--- config.mk ---
export PLATFORM = sky130hd
export DESIGN_NAME = ir_port_ctrl
export DESIGN_NICKNAME = d
export VERILOG_FILES = /design/src/rtl/ir_port_ctrl.sv
export SDC_FILE = /design/constraint.sdc
export NUM_CORES = 1
export LEC_CHECK = 0
export CORE_MARGIN = 2
export CORE_UTILIZATION = 52
export CTS_CLUSTER_DIAMETER = 150
export CTS_CLUSTER_SIZE = 8
export DETAILED_ROUTE_END_ITERATION = 16
export PLACE_DENSITY = 0.79
export SYNTH_ARGS = -nofsm -noshare
export SYNTH_HDL_FRONTEND = slang
export SYNTH_SLANG_ARGS = --single-unit
--- constraint.sdc ---
create_clock -name clk -period 2.3 [get_ports clk]
set_input_delay 0.23 -clock clk [delete_from_list [all_inputs] [get_ports clk]]
set_output_delay 0.23 -clock clk [all_outputs]
set_load 0.1 [all_outputs]
--- src/rtl/ir_port_ctrl.sv ---
// Half-duplex IR port: pulse-coded UART-style transmitter and receiver sharing one optical path.
// Define IR_RX_ERR_CNT_EN to add the saturating rx_err_cnt framing-error counter output.
module ir_port_ctrl #(
  parameter int CLK_DIV     = 4,
  parameter int GUARD_TICKS = 32
) (
  input  logic       clk,
  input  logic       reset,
  input  logic       rx_enable,
  input  logic [7:0] tx_data,
  input  logic       tx_valid,
  output logic       tx_ready,
  output logic [7:0] rx_data,
  output logic       rx_valid,
`ifdef IR_RX_ERR_CNT_EN
  output logic [7:0] rx_err_cnt,
`endif
  output logic       ir_tx,
  input  logic       ir_rx,
  output logic       ir_rx_disable
);

  localparam int PW = (CLK_DIV > 1) ? $clog2(CLK_DIV) : 1;
  localparam int TW = (GUARD_TICKS > 16) ? $clog2(GUARD_TICKS) + 1 : 5;
  localparam logic [PW-1:0] PRE_LAST   = PW'(CLK_DIV - 1);
  localparam logic [TW-1:0] GUARD_LAST = TW'(GUARD_TICKS - 1);

  typedef enum logic [1:0] {TX_IDLE = 2'd0, TX_SEND = 2'd1, TX_GUARD = 2'd2} tx_state_e;
  typedef enum logic [1:0] {RX_IDLE = 2'd0, RX_HALF = 2'd1, RX_DATA = 2'd2, RX_STOP = 2'd3} rx_state_e;

  tx_state_e       tx_state_q, tx_state_d;
  logic [PW-1:0]   tx_pre_q, tx_pre_d;
  logic [TW-1:0]   tx_tick_q, tx_tick_d;
  logic [3:0]      tx_bit_q, tx_bit_d;
  logic [9:0]      tx_frame_q, tx_frame_d;
  logic            ir_tx_q, ir_tx_d;

  logic [1:0]      rx_sync_q, rx_sync_d;
  logic            rx_prev_q, rx_prev_d;
  rx_state_e       rx_state_q, rx_state_d;
  logic [PW-1:0]   rx_pre_q, rx_pre_d;
  logic [3:0]      rx_tick_q, rx_tick_d;
  logic [2:0]      rx_bit_q, rx_bit_d;
  logic            rx_seen_q, rx_seen_d;
  logic [7:0]      rx_shift_q, rx_shift_d;
  logic [7:0]      rx_data_q, rx_data_d;
  logic            rx_valid_q, rx_valid_d;

  logic            rx_edge;
  logic            tx_accept;
  logic            tx_tick_evt;
  logic            rx_tick_evt;
  logic            rx_stop_end;

  // Reception wins over a same-cycle transmit request because tx_ready drops on an edge.
  assign rx_edge       = rx_prev_q & ~rx_sync_q[1];
  assign tx_ready      = (tx_state_q == TX_IDLE) && (rx_state_q == RX_IDLE) && !rx_edge;
  assign ir_rx_disable = !rx_enable || (tx_state_q != TX_IDLE);
  assign tx_accept     = tx_valid && tx_ready;
  assign tx_tick_evt   = (tx_pre_q == PRE_LAST);
  assign rx_tick_evt   = (rx_pre_q == PRE_LAST);
  assign rx_stop_end   = !ir_rx_disable && (rx_state_q == RX_STOP) && rx_tick_evt && (rx_tick_q == 4'd15);

  assign ir_tx    = ir_tx_q;
  assign rx_data  = rx_data_q;
  assign rx_valid = rx_valid_q;

  // Transmit sequencing: frame position and the next-cycle LED level.
  always_comb begin
    tx_state_d = tx_state_q;
    tx_pre_d   = tx_pre_q;
    tx_tick_d  = tx_tick_q;
    tx_bit_d   = tx_bit_q;
    tx_frame_d = tx_frame_q;
    case (tx_state_q)
      TX_IDLE: begin
        tx_pre_d = PW'(0);
        if (tx_accept) begin
          tx_state_d = TX_SEND;
          tx_tick_d  = TW'(0);
          tx_bit_d   = 4'd0;
          tx_frame_d = {1'b1, tx_data, 1'b0};
        end else begin
          tx_state_d = TX_IDLE;
        end
      end
      TX_SEND: begin
        tx_pre_d = tx_tick_evt ? PW'(0) : tx_pre_q + PW'(1);
        if (tx_tick_evt && (tx_tick_q != TW'(15))) begin
          tx_tick_d = tx_tick_q + TW'(1);
        end else if (tx_tick_evt && (tx_bit_q != 4'd9)) begin
          tx_tick_d = TW'(0);
          tx_bit_d  = tx_bit_q + 4'd1;
        end else if (tx_tick_evt) begin
          tx_tick_d  = TW'(0);
          tx_state_d = TX_GUARD;
        end else begin
          tx_tick_d = tx_tick_q;
        end
      end
      TX_GUARD: begin
        tx_pre_d = tx_tick_evt ? PW'(0) : tx_pre_q + PW'(1);
        if (tx_tick_evt && (tx_tick_q == GUARD_LAST)) begin
          tx_tick_d  = TW'(0);
          tx_state_d = TX_IDLE;
        end else if (tx_tick_evt) begin
          tx_tick_d = tx_tick_q + TW'(1);
        end else begin
          tx_tick_d = tx_tick_q;
        end
      end
      default: begin
        tx_state_d = TX_IDLE;
      end
    endcase
    // A zero bit lights the LED for the first three ticks of its period.
    ir_tx_d = (tx_state_d == TX_SEND) && !tx_frame_d[tx_bit_d] && (tx_tick_d < TW'(3));
  end

  // Receive sequencing: edge-per-window decoding and strobe generation.
  always_comb begin
    rx_sync_d  = {rx_sync_q[0], ir_rx};
    rx_prev_d  = rx_sync_q[1];
    rx_state_d = rx_state_q;
    rx_pre_d   = rx_pre_q;
    rx_tick_d  = rx_tick_q;
    rx_bit_d   = rx_bit_q;
    rx_seen_d  = rx_seen_q;
    rx_shift_d = rx_shift_q;
    rx_data_d  = rx_data_q;
    rx_valid_d = 1'b0;
    if (ir_rx_disable) begin
      rx_state_d = RX_IDLE;
      rx_pre_d   = PW'(0);
    end else begin
      case (rx_state_q)
        RX_IDLE: begin
          rx_pre_d = PW'(0);
          if (rx_edge) begin
            rx_state_d = RX_HALF;
            rx_tick_d  = 4'd0;
          end else begin
            rx_state_d = RX_IDLE;
          end
        end
        RX_HALF: begin
          rx_pre_d = rx_tick_evt ? PW'(0) : rx_pre_q + PW'(1);
          if (rx_tick_evt && (rx_tick_q == 4'd7)) begin
            rx_state_d = RX_DATA;
            rx_tick_d  = 4'd0;
            rx_bit_d   = 3'd0;
            rx_seen_d  = 1'b0;
          end else if (rx_tick_evt) begin
            rx_tick_d = rx_tick_q + 4'd1;
          end else begin
            rx_tick_d = rx_tick_q;
          end
        end
        RX_DATA: begin
          rx_pre_d  = rx_tick_evt ? PW'(0) : rx_pre_q + PW'(1);
          rx_seen_d = rx_seen_q | rx_edge;
          if (rx_tick_evt && (rx_tick_q == 4'd15)) begin
            rx_shift_d = {~(rx_seen_q | rx_edge), rx_shift_q[7:1]};
            rx_seen_d  = 1'b0;
            rx_tick_d  = 4'd0;
            if (rx_bit_q == 3'd7) begin
              rx_state_d = RX_STOP;
            end else begin
              rx_bit_d = rx_bit_q + 3'd1;
            end
          end else if (rx_tick_evt) begin
            rx_tick_d = rx_tick_q + 4'd1;
          end else begin
            rx_tick_d = rx_tick_q;
          end
        end
        RX_STOP: begin
          rx_pre_d  = rx_tick_evt ? PW'(0) : rx_pre_q + PW'(1);
          rx_seen_d = rx_seen_q | rx_edge;
          if (rx_stop_end) begin
            rx_state_d = RX_IDLE;
            rx_seen_d  = 1'b0;
            if (rx_seen_q | rx_edge) begin
              rx_data_d = rx_data_q;
            end else begin
              rx_data_d  = rx_shift_q;
              rx_valid_d = 1'b1;
            end
          end else if (rx_tick_evt) begin
            rx_tick_d = rx_tick_q + 4'd1;
          end else begin
            rx_tick_d = rx_tick_q;
          end
        end
        default: begin
          rx_state_d = RX_IDLE;
        end
      endcase
    end
  end

  // State and output registers.
  always_ff @(posedge clk) begin
    if (reset) begin
      tx_state_q <= TX_IDLE;
      tx_pre_q   <= PW'(0);
      tx_tick_q  <= TW'(0);
      tx_bit_q   <= 4'd0;
      tx_frame_q <= 10'h3FF;
      ir_tx_q    <= 1'b0;
      rx_sync_q  <= 2'b11;
      rx_prev_q  <= 1'b1;
      rx_state_q <= RX_IDLE;
      rx_pre_q   <= PW'(0);
      rx_tick_q  <= 4'd0;
      rx_bit_q   <= 3'd0;
      rx_seen_q  <= 1'b0;
      rx_shift_q <= 8'h00;
      rx_data_q  <= 8'h00;
      rx_valid_q <= 1'b0;
    end else begin
      tx_state_q <= tx_state_d;
      tx_pre_q   <= tx_pre_d;
      tx_tick_q  <= tx_tick_d;
      tx_bit_q   <= tx_bit_d;
      tx_frame_q <= tx_frame_d;
      ir_tx_q    <= ir_tx_d;
      rx_sync_q  <= rx_sync_d;
      rx_prev_q  <= rx_prev_d;
      rx_state_q <= rx_state_d;
      rx_pre_q   <= rx_pre_d;
      rx_tick_q  <= rx_tick_d;
      rx_bit_q   <= rx_bit_d;
      rx_seen_q  <= rx_seen_d;
      rx_shift_q <= rx_shift_d;
      rx_data_q  <= rx_data_d;
      rx_valid_q <= rx_valid_d;
    end
  end

`ifdef IR_RX_ERR_CNT_EN
  logic       rx_frame_err;
  logic [7:0] err_cnt_q, err_cnt_d;

  assign rx_frame_err = rx_stop_end && (rx_seen_q | rx_edge);
  assign rx_err_cnt   = err_cnt_q;

  // Framing-error count, saturating at all ones.
  always_comb begin
    if (rx_frame_err && (err_cnt_q != 8'hFF)) begin
      err_cnt_d = err_cnt_q + 8'd1;
    end else begin
      err_cnt_d = err_cnt_q;
    end
  end

  // Error counter register.
  always_ff @(posedge clk) begin
    if (reset) begin
      err_cnt_q <= 8'h00;
    end else begin
      err_cnt_q <= err_cnt_d;
    end
  end
`endif

endmodule
Word level (Yosys, flattened, before mapping)
Cells that the tools add are included.

storage, ports and cells
  register bits = 57
  input port bits = 13
  output and inout port bits = 12
  logic and storage cells = 132

cells by class
  $add $sub $neg = 6
  $lt $le $gt $ge = 2
  equal/unequal tests = 21
  multiplexer cells = 46
  bitwise logic cells = 7
  reduce and logical (&&, ||, !) cells = 34

operator list
  kind                   count
  $mux W6                6
  $mux W4                8
  $mux W10               2
  $mux W2                10
  $pmux W6 S3            1
  $pmux W4 S4            1
  $ne A2 B2 Y1 const B   7
  $logic_and A1 B1 Y1    13
  $eq A2 B2 Y1 const B   5
  $mux W3                3
  $reduce_and A3 Y1      3
  $add A4 B1 Y4 const B  2
  $pmux W2 S2            2
  $pmux W2 S4            1
  $pmux W4 S2            1
  $reduce_and A4 Y1      2
  $mux W1                7
  $add A6 B1 Y6 const B  1
  $eq A2 B1 Y1 const B   3
  $eq A6 B5 Y1 const B   1
  $lt A6 B2 Y1 const B   1
  $ne A6 B4 Y1 const B   1
  $pmux W2 S3            1
  $pmux W3 S2            1
  21 further kinds       33

Logic depth before layout (Yosys ltp)
Gate-level depths: netlist of run 1.

  depth in word-level cells = 12
  gate-level depth with buffers = 10

Worst setup path before layout of run 1
No wires, ideal clock.

  path type = register -> register
  start point = register tx_state_q[0]
  end point = register rx_data_q[0], in the netlist rx_data[0]
  library setup time = 128 ps
  data arrival time = 2536 ps
  data required time = 2172 ps
  setup slack = -364 ps
  stages on the path, launching flop included = 9
  path buffers = 1
  clock period less this slack = 2664 ps
  cells stage by stage = dfxtp_1 > inv_1 > ha_1 > nand2_1 > nor2_1 > nand3_1 > clkbuf_1 > mux2i_1 > nor2_1

between the ends
  word-level cells in the longest chain between the ends = 7
  elaborated cells on any way between the ends = 8
  classes of those cells = bitwise: 1; reduce/logical: 7

ends and longest elaborated chain
  what                              RTL line  source
  from (decl)                       31        tx_state_e tx_state_q, tx_state_d;
  from (signal assigned)            222       tx_state_q <= tx_state_d;
  $reduce_bool A2 Y1 *              58        assign ir_rx_disable = !rx_enable || (tx_state_q != TX_IDLE);
  $logic_or A1 B1 Y1 *              58
  net ir_rx_disable                 20        output logic ir_rx_disable
  $logic_not A1 Y1                  62        assign rx_stop_end = !ir_rx_disable && (rx_state_q == RX_STOP) && rx_tick_evt && (rx_tick_q == 4'd15);
  $logic_and A1 B1 Y1 (3 in a row)  62
  $reduce_and A4 Y1 (no line) *     --
  to (signal assigned)              236       rx_data_q <= rx_data_d;
  to (decl)                         46        logic [7:0] rx_data_q, rx_data_d;

The timed path passes the listed nets; every way through them passes the cells marked *.
A chain may end at the register's enable or synchronous reset.

Worst setup path after layout of run 1
  start point = register tx_tick_q[1]
  end point = register ir_tx_q, in the netlist ir_tx

between the ends
  word-level cells in the longest chain between the ends = 9
  elaborated cells on any way between the ends = 24
  classes of those cells = add/sub: 1; order compare: 1; eq/ne: 3; mux: 14; reduce/logical: 5

ends and longest elaborated chain
  what                                                                   RTL line  source
  from (decl)                                                            33        logic [TW-1:0] tx_tick_q, tx_tick_d;
  from (signal assigned)                                                 224       tx_tick_q <= tx_tick_d;
  parallel branches: the longest is 8 deep, another holds $add A6 B1 Y6  --
  $logic_and A1 B1 Y1 *                                                  117       ir_tx_d = (tx_state_d == TX_SEND) && !tx_frame_d[tx_bit_d] && (tx_tick_d < TW'(3));
  to (signal assigned)                                                   227       ir_tx_q <= ir_tx_d;
  to (decl)                                                              36        logic ir_tx_q, ir_tx_d;

Mark *: on every way between the ends. The select of a mux whose other input is x is not followed.

==> impl_metrics.ini, run 1 <==
[logic_synthesis]
yosys.cell_count.top_type = dfxtp_1
syn_inst = 346
synthArstFlopShare = 0
synth-warning-count = 0
syn-mean-instance-area_um2 = 8.55
syn_area_um2 = 2960
yosysUniqueCellTypes = 56
synth-edff-count = 0
synth_top_area_frac = 0.386
synthTopCellsByCount = dfxtp_1, nor2_1, nand2_1
ys_seq_elements = 57
synth_nets = 377
yosysSeqAreaShare = 0.386
yosysTopAreaCell = dfxtp_1
ys.flop_type = dfxtp_1
synth.area.top_cells = dfxtp_1, ha_1, nor2_1, mux2i_1, nand2_1

[timing]
clock-skew-final_ps = 11.8
hold_violations = 0
rsz0062_at_grt = yes
maxSlewHeadroom = 0.721
holdWs_ps = 435
period_share = 1.04
fmax_ghz = 0.416
drv_slew = 0
timing.final.crit_period_ps = 2400
tightestPinTransition_ps = 417
setup_viol = 1
postLayoutSetupSlackWorst_ps = -101

[layout]
final_cells = 482
fin_util = 0.689
fin_nets = 436
antennaDiodeCount = 0
syn_to_final_growth_pct = 28.3
drive_gt1_frac = 0.232

[flow_run]
maxCapViolations = 0

[outcome]
status = finished, violations left
violations = setup timing

[worst_setup_path]
reg2reg_depth = 8
worst-endpoint-arrival_ps = 2660
cp_max_fo = 6
crit_type = reg2reg
critPathLaunchType = flop
crit_required_ps = 2560
cp-end-kind = flop

[die]
io_pins = 25
core_area_um2 = 5510
rows = 27
die_w_um = 79.4
die_h_um = 79.4
dieArea_um2 = 6310
initial_utilization = 0.537

[detailed_routing]
routed_wl_um = 6910
viasPerCell = 5.65
num_vias = 2725
drc = 0
drt_iter0_drc = 147
wl_per_cell_um = 14.3
antenna_left = 0
dr.pass1.iters = 5

[clock_network]
numCtsBuffers = 9
clk_path_buf_depth = 2
htree_levels = 3
clock-sinks = 57
cts_tree = built
ctsHoldBuffers = 0
cts.root.buffer_cell = clkbuf_8
clk_pin_slew_ps = 80
clk-insertion-delay-late_ps = 350

[power_and_ir_drop]
seqPwrFrac = 0.457
p_sw_frac = 0.275
cellPowerDensity_nw_per_um2 = 585
p_clk_frac = 0.437
power.switching_w = 0.000611
p_comb_frac = 0.106
p_leak_nw = 1.55
p_int_w = 0.00161
vdd_drop_max_uv = 709

[worst_hold_path]
hold_path_depth = 1
hold_path_class = reg2reg

[place]
dp_hpwl_um = 4850
port_buffers = 24
place.gp.congestion = 0.918
post-place-cells = 464

[grt]
track_usage = 0.237
grt_overflow_total = 0
grt_pass1_vias = 2583
antenna_found_initial = 0
grt_first_pass_wirelength_um = 11500
grt_max_degree = 42
worst max-delay path: stages, from the launching register on:
cell,delay [ps]
dfxtp_2,360
ha_4,130
or3b_4,410
o21ai_1,260
nor2b_1,220
nor2_1,70
a211oi_1,340
nand4_1,230
nor4b_2,290
cells in the final DEF (no fill, tap or decap), types with 4 or more instances in the layout:
| cell type | netlist | layout |
|---|---|---|
| nor3b_1 | 4 | 4 |
| o21ai_0 | 8 | 7 |
| o21bai_1 | 5 | 5 |
| nor3_1 | 5 | 5 |
| nand3b_1 | 4 | 4 |
| a21oi_1 | 18 | 17 |
| nand3_1 | 17 | 17 |
| clkbuf_8 | 0 | 9 |
| dfxtp_1 | 57 | 55 |
| nand2_1 | 28 | 27 |
| mux2i_1 | 15 | 15 |
| or2_2 | 5 | 5 |
| a21o_1 | 4 | 4 |
| clkdlybuf4s50_1 | 0 | 12 |
| inv_1 | 11 | 11 |
| buf_4 | 0 | 51 |
| nor2b_1 | 7 | 7 |
| ha_1 | 18 | 16 |
| nor2_1 | 49 | 49 |
| nand4_1 | 7 | 7 |
| nand2b_1 | 5 | 5 |
| a211oi_1 | 5 | 5 |
worst paths after layout:
check	from	to	slack, ps
setup / recovery	tx_tick_q[1]$_SDFF_PP0_	ir_tx$_SDFF_PP0_	-100
hold / removal	rx_pre_q[0]$_SDFF_PP0_	rx_pre_q[0]$_SDFF_PP0_	440
setup reg to reg	tx_tick_q[1]$_SDFF_PP0_	ir_tx$_SDFF_PP0_	-100
hold reg to reg	rx_pre_q[0]$_SDFF_PP0_	rx_pre_q[0]$_SDFF_PP0_	440
through the flow:
stage	setup slack, ps	instance area (um^2)	TNS, ps	total power, W
CTS	-88.1	3760	-88.1	0.00223
detailed placement	-144	3530	-144	0.00127
global route	-176	3790	-176	0.00230
global placement	-75.2	3530	-75.2	0.00126
floorplan	-57.2	2990	-57.2	0.00118
finish	-101	3790	-101	0.00222
logic make-up after synthesis:
logic type / count (synthesis) / share of synthesized area
and+or+nand+nor: 153 / 0.268
AOI/OAI and AO/OA: 71 / 0.169
DFF: 57 / 0.386
buffers and inverters: 28 / 0.0381
adders and majority gates: 18 / 0.0762
muxes: 15 / 0.0508
xor gates and xnor gates: 4 / 0.0119
registers in the layout (all words and copies together) (netlist names):
signal and count:
tx_state_q 2, rx_data 8, rx_seen_q 1, tx_bit_q 4
rx_prev_q 1, rx_tick_q 4, rx_bit_q 3, rx_shift_q 8
rx_valid 1, tx_frame_q 10, tx_pre_q 2, rx_state_q 2
ir_tx 1, rx_pre_q 2, tx_tick_q 6, rx_sync_q 2
routing by layer:
layer | wire length, um | global-route usage | vias up | part of all wire
li1 | - | - | 1358 | -
met2 | 3450 | 0.401 | 64 | 0.50
met5 | 0 | 0 | - | 0
met4 | 97 | 0.0983 | 0 | 0.014
met1 | 3030 | 0.283 | 1293 | 0.44
met3 | 326 | 0.0633 | 10 | 0.047
power groups by stage:
stage          Combinational, W  Sequential, W  Clock, W
6_report               0.000235        0.00101  0.000969
5_1_grt                0.000254        0.00102   0.00103
4_1_cts                0.000230        0.00101  0.000985
3_5_place_dp           0.000229        0.00104         0
3_3_place_gp           0.000225        0.00104         0
2_1_floorplan          0.000133        0.00104         0
repair_timing:
| action | CTS | global route |
|---|---|---|
| gates resized for setup | 4 | 8 |
| gates cloned | 0 | 0 |
| buffers inserted | 2 | 0 |
| endpoints found under the setup margin | 1 | 1 |
| pin swaps | 1 | 2 |
layout make-up:
class                           count  area, um^2
Sequential cell                    57        1150
Clock inverter                      7        76.3
Tap cell                           72        90.1
Inverter                           11        41.3
Timing Repair Buffer               65         543
Fill cell                         432        1710
Clock buffer                        9         124
Multi-Input combinational cell    261        1770
No activity file was read; power rests on OpenSTA's default activity.
==> run 2: changes to the inputs <==
--- a/config.mk
+++ b/config.mk
@@ -11,6 +11,7 @@
 export CTS_CLUSTER_SIZE = 8
 export DETAILED_ROUTE_END_ITERATION = 16
 export PLACE_DENSITY = 0.79
+export SLEW_MARGIN = 20
 export SYNTH_ARGS = -nofsm -noshare
 export SYNTH_HDL_FRONTEND = slang
 export SYNTH_SLANG_ARGS = --single-unit
==> results of run 2 <==
Final layout, timing and power as in run 1 (identical DEF).
==> run 3: changes to the inputs <==
--- a/config.mk
+++ b/config.mk
@@ -5,12 +5,13 @@
 export SDC_FILE = /design/constraint.sdc
 export NUM_CORES = 1
 export LEC_CHECK = 0
-export CORE_MARGIN = 2
+export ABC_AREA = 1
 export CORE_UTILIZATION = 52
 export CTS_CLUSTER_DIAMETER = 150
 export CTS_CLUSTER_SIZE = 8
 export DETAILED_ROUTE_END_ITERATION = 16
 export PLACE_DENSITY = 0.79
+export SETUP_SLACK_MARGIN = 0.05
 export SLEW_MARGIN = 20
 export SYNTH_ARGS = -nofsm -noshare
 export SYNTH_HDL_FRONTEND = slang
==> run 3 against run 2 <==
Net effect:
- the flow now finishes without violations
- area after synthesis increased by 1.4%
- core utilization fell by 5.1 points
- final cell count increased by 12%
- total power grew 2.4%
- die area shrank 3.7%
- sequential share of layout area up 2.1 points
- clock power down 4.9%
- critical path type unchanged
- largest cell class unchanged
- largest power group unchanged
- highest routed layer unchanged
==> impl_metrics.ini, run 3 <==
[timing]
hold_violations = 0
holdWs_ps = 408
rsz0062_at_grt = no
fmax_ghz = 0.489
drv_slew = 0
clock-skew-final_ps = 12.0
maxSlewHeadroom = 0.697
fin_tns_setup_ps = 0
setup_viol = 0
timing.final.crit_period_ps = 2050
tightestPinTransition_ps = 455
period_share = 0.889

[logic_synthesis]
synth-edff-count = 0
synth_nets = 461
yosys.cell_count.top_type = nand2_1
ys_seq_elements = 57
yosysTopAreaCell = dfxtp_1
yosysSeqAreaShare = 0.381
synth-warning-count = 0
ys.flop_type = dfxtp_1
synth_top_area_frac = 0.381
synthArstFlopShare = 0
syn_area_um2 = 3000
synthTopCellsByCount = nand2_1, dfxtp_1, nand3_1
yosysUniqueCellTypes = 32
synth.area.top_cells = dfxtp_1, nand2_1, nand3_1, ha_1, inv_1
syn_inst = 430
syn-mean-instance-area_um2 = 6.97

[detailed_routing]
antenna_left = 0
drt_iter0_drc = 86
m1WireLength_um = 3000
drc = 0
dr_wl_met3_um = 246
wl_per_cell_um = 11.9
viasPerCell = 5.05
dr.pass1.iters = 5
highest_layer = met4
num_vias = 2732
routed_wl_um = 6440
wl_met2_um = 3100

[place]
dp_hpwl_um = 4790
port_buffers = 24
place.gp.congestion = 0.899

[layout]
largest_reg_flops = 10
final_cell_mix = nand2_1, nand3_1, dfxtp_1, inv_1, nor2_1
final_common_cell = nand2_1
drive_gt1_frac = 0.145
syn_to_final_growth_pct = 18.0
antennaDiodeCount = 0
fin_nets = 495
largest_register = tx_frame_q

[clock_network]
htree_levels = 3
clk_pin_slew_ps = 70
clk-insertion-delay-late_ps = 330
numCtsBuffers = 9
clk_path_buf_depth = 2
ctsHoldBuffers = 0
cts_tree = built
clock-sinks = 57
cts.root.buffer_cell = clkbuf_8

[die]
initial_utilization = 0.541
die_w_um = 77.9
dieArea_um2 = 6070
die_h_um = 77.9
rows = 27
io_pins = 25
core_area_um2 = 5540

[power_and_ir_drop]
power_w = 0.00227
p_leak_nw = 1.60
cellPowerDensity_nw_per_um2 = 642
vdd_drop_max_uv = 612

[flow_run]
maxCapViolations = 0

[worst_setup_path]
crit_required_ps = 2580
cp-end-kind = flop
critPathLaunchType = flop
crit_type = reg2reg
cp_max_fo = 14
worst-endpoint-arrival_ps = 2330

[outcome]
status = complete, no violations

[grt]
grt_max_degree = 21
grt_pass1_vias = 2673
antenna_found_initial = 0
grt_first_pass_wirelength_um = 11100
track_usage = 0.232
grt_overflow_total = 0

[worst_hold_path]
hold_path_class = reg2reg
[run 3: cell count changes in the layout (fill, tap and decap cells not counted), sizes merged, moves of 10 or more]
cell   change
o21ai     +11
nand2     +83
nand3     +40
buf       -32
inv       +41
mux2i     -13
a21oi     +10
[run 3: power by group]
group          internal [W]  switching (W)
Combinational      0.000116       0.000212
Sequential          0.00101      0.0000105
Clock              0.000503       0.000418
Total               0.00163       0.000640
[run 3: timing repair]
action                                  in CTS  in global routing
endpoints found under the hold margin        0                  0
buffers inserted                             0                  5
endpoints found under the setup margin       0                  1
gates resized for setup                      0                  2
[run 3: worst max-delay path, stage by stage (launching register included)]
cell and delay (ps):
dfxtp_2 340, inv_1 80, ha_1 260, nand2_1 120
clkinv_1 90, nand3_4 150, nand2_2 150, inv_2 60
nor2_2 110, nand2_1 60, nand2_1 100, nand3_1 90
nor2_1 100, nand2_1 80, nor2_1 110, nand2_1 60
inv_1 40
[run 3: stage by stage]
stage	setup slack, ps	util	std cells	cell area [um^2]
floorplan	312	-	430	3000
global placement	338	0.596	520	3300
detailed placement	227	0.596	520	3300
CTS	203	0.631	536	3500
global route	54.9	0.638	541	3540
finish	255	0.638	541	3540
[run 3: cell families (layout without fill, tap and decap cells)]
family | after synthesis | in the layout | share of synthesized area
AOI/OAI and AO/OA | 56 | 56 | 0.103
xor gates and xnor gates | 1 | 1 | 0.00292
adders and majority gates | 18 | 18 | 0.0752
buffers and inverters | 66 | 105 | 0.0848
DFF | 57 | 57 | 0.381
muxes | 2 | 2 | 0.00668
and+or+nand+nor | 230 | 230 | 0.347
[run 3: worst paths after layout]
| path | cells after the start | slack [ps] | from | end |
|---|---|---|---|---|
| worst max-delay path | 16 | 250 | tx_state_q[0]$_SDFF_PP0_ | ir_tx$_SDFF_PP0_ |
| worst min-delay path | 1 | 410 | rx_sync_q[0]$_SDFF_PP1_ | rx_sync_q[1]$_SDFF_PP1_ |
| worst max register to register | 16 | 250 | tx_state_q[0]$_SDFF_PP0_ | ir_tx$_SDFF_PP0_ |
| worst min register to register | 1 | 410 | rx_sync_q[0]$_SDFF_PP1_ | rx_sync_q[1]$_SDFF_PP1_ |
[run 3: layer usage]
metal	vias up	global-route usage
li1	1455	-
met1	1214	0.271
met2	55	0.397
met3	8	0.0659
met4	0	0.0926
met5	-	0
[run 3: area by class of cell]
cell class	count	area [um^2]
sequential	57	1140
tap	72	90.1
fill	508	2000
multi-input combinational	307	1610
timing repair buffer	33	290
clock inverter	6	67.6
inverter	56	210
clock buffer	10	128
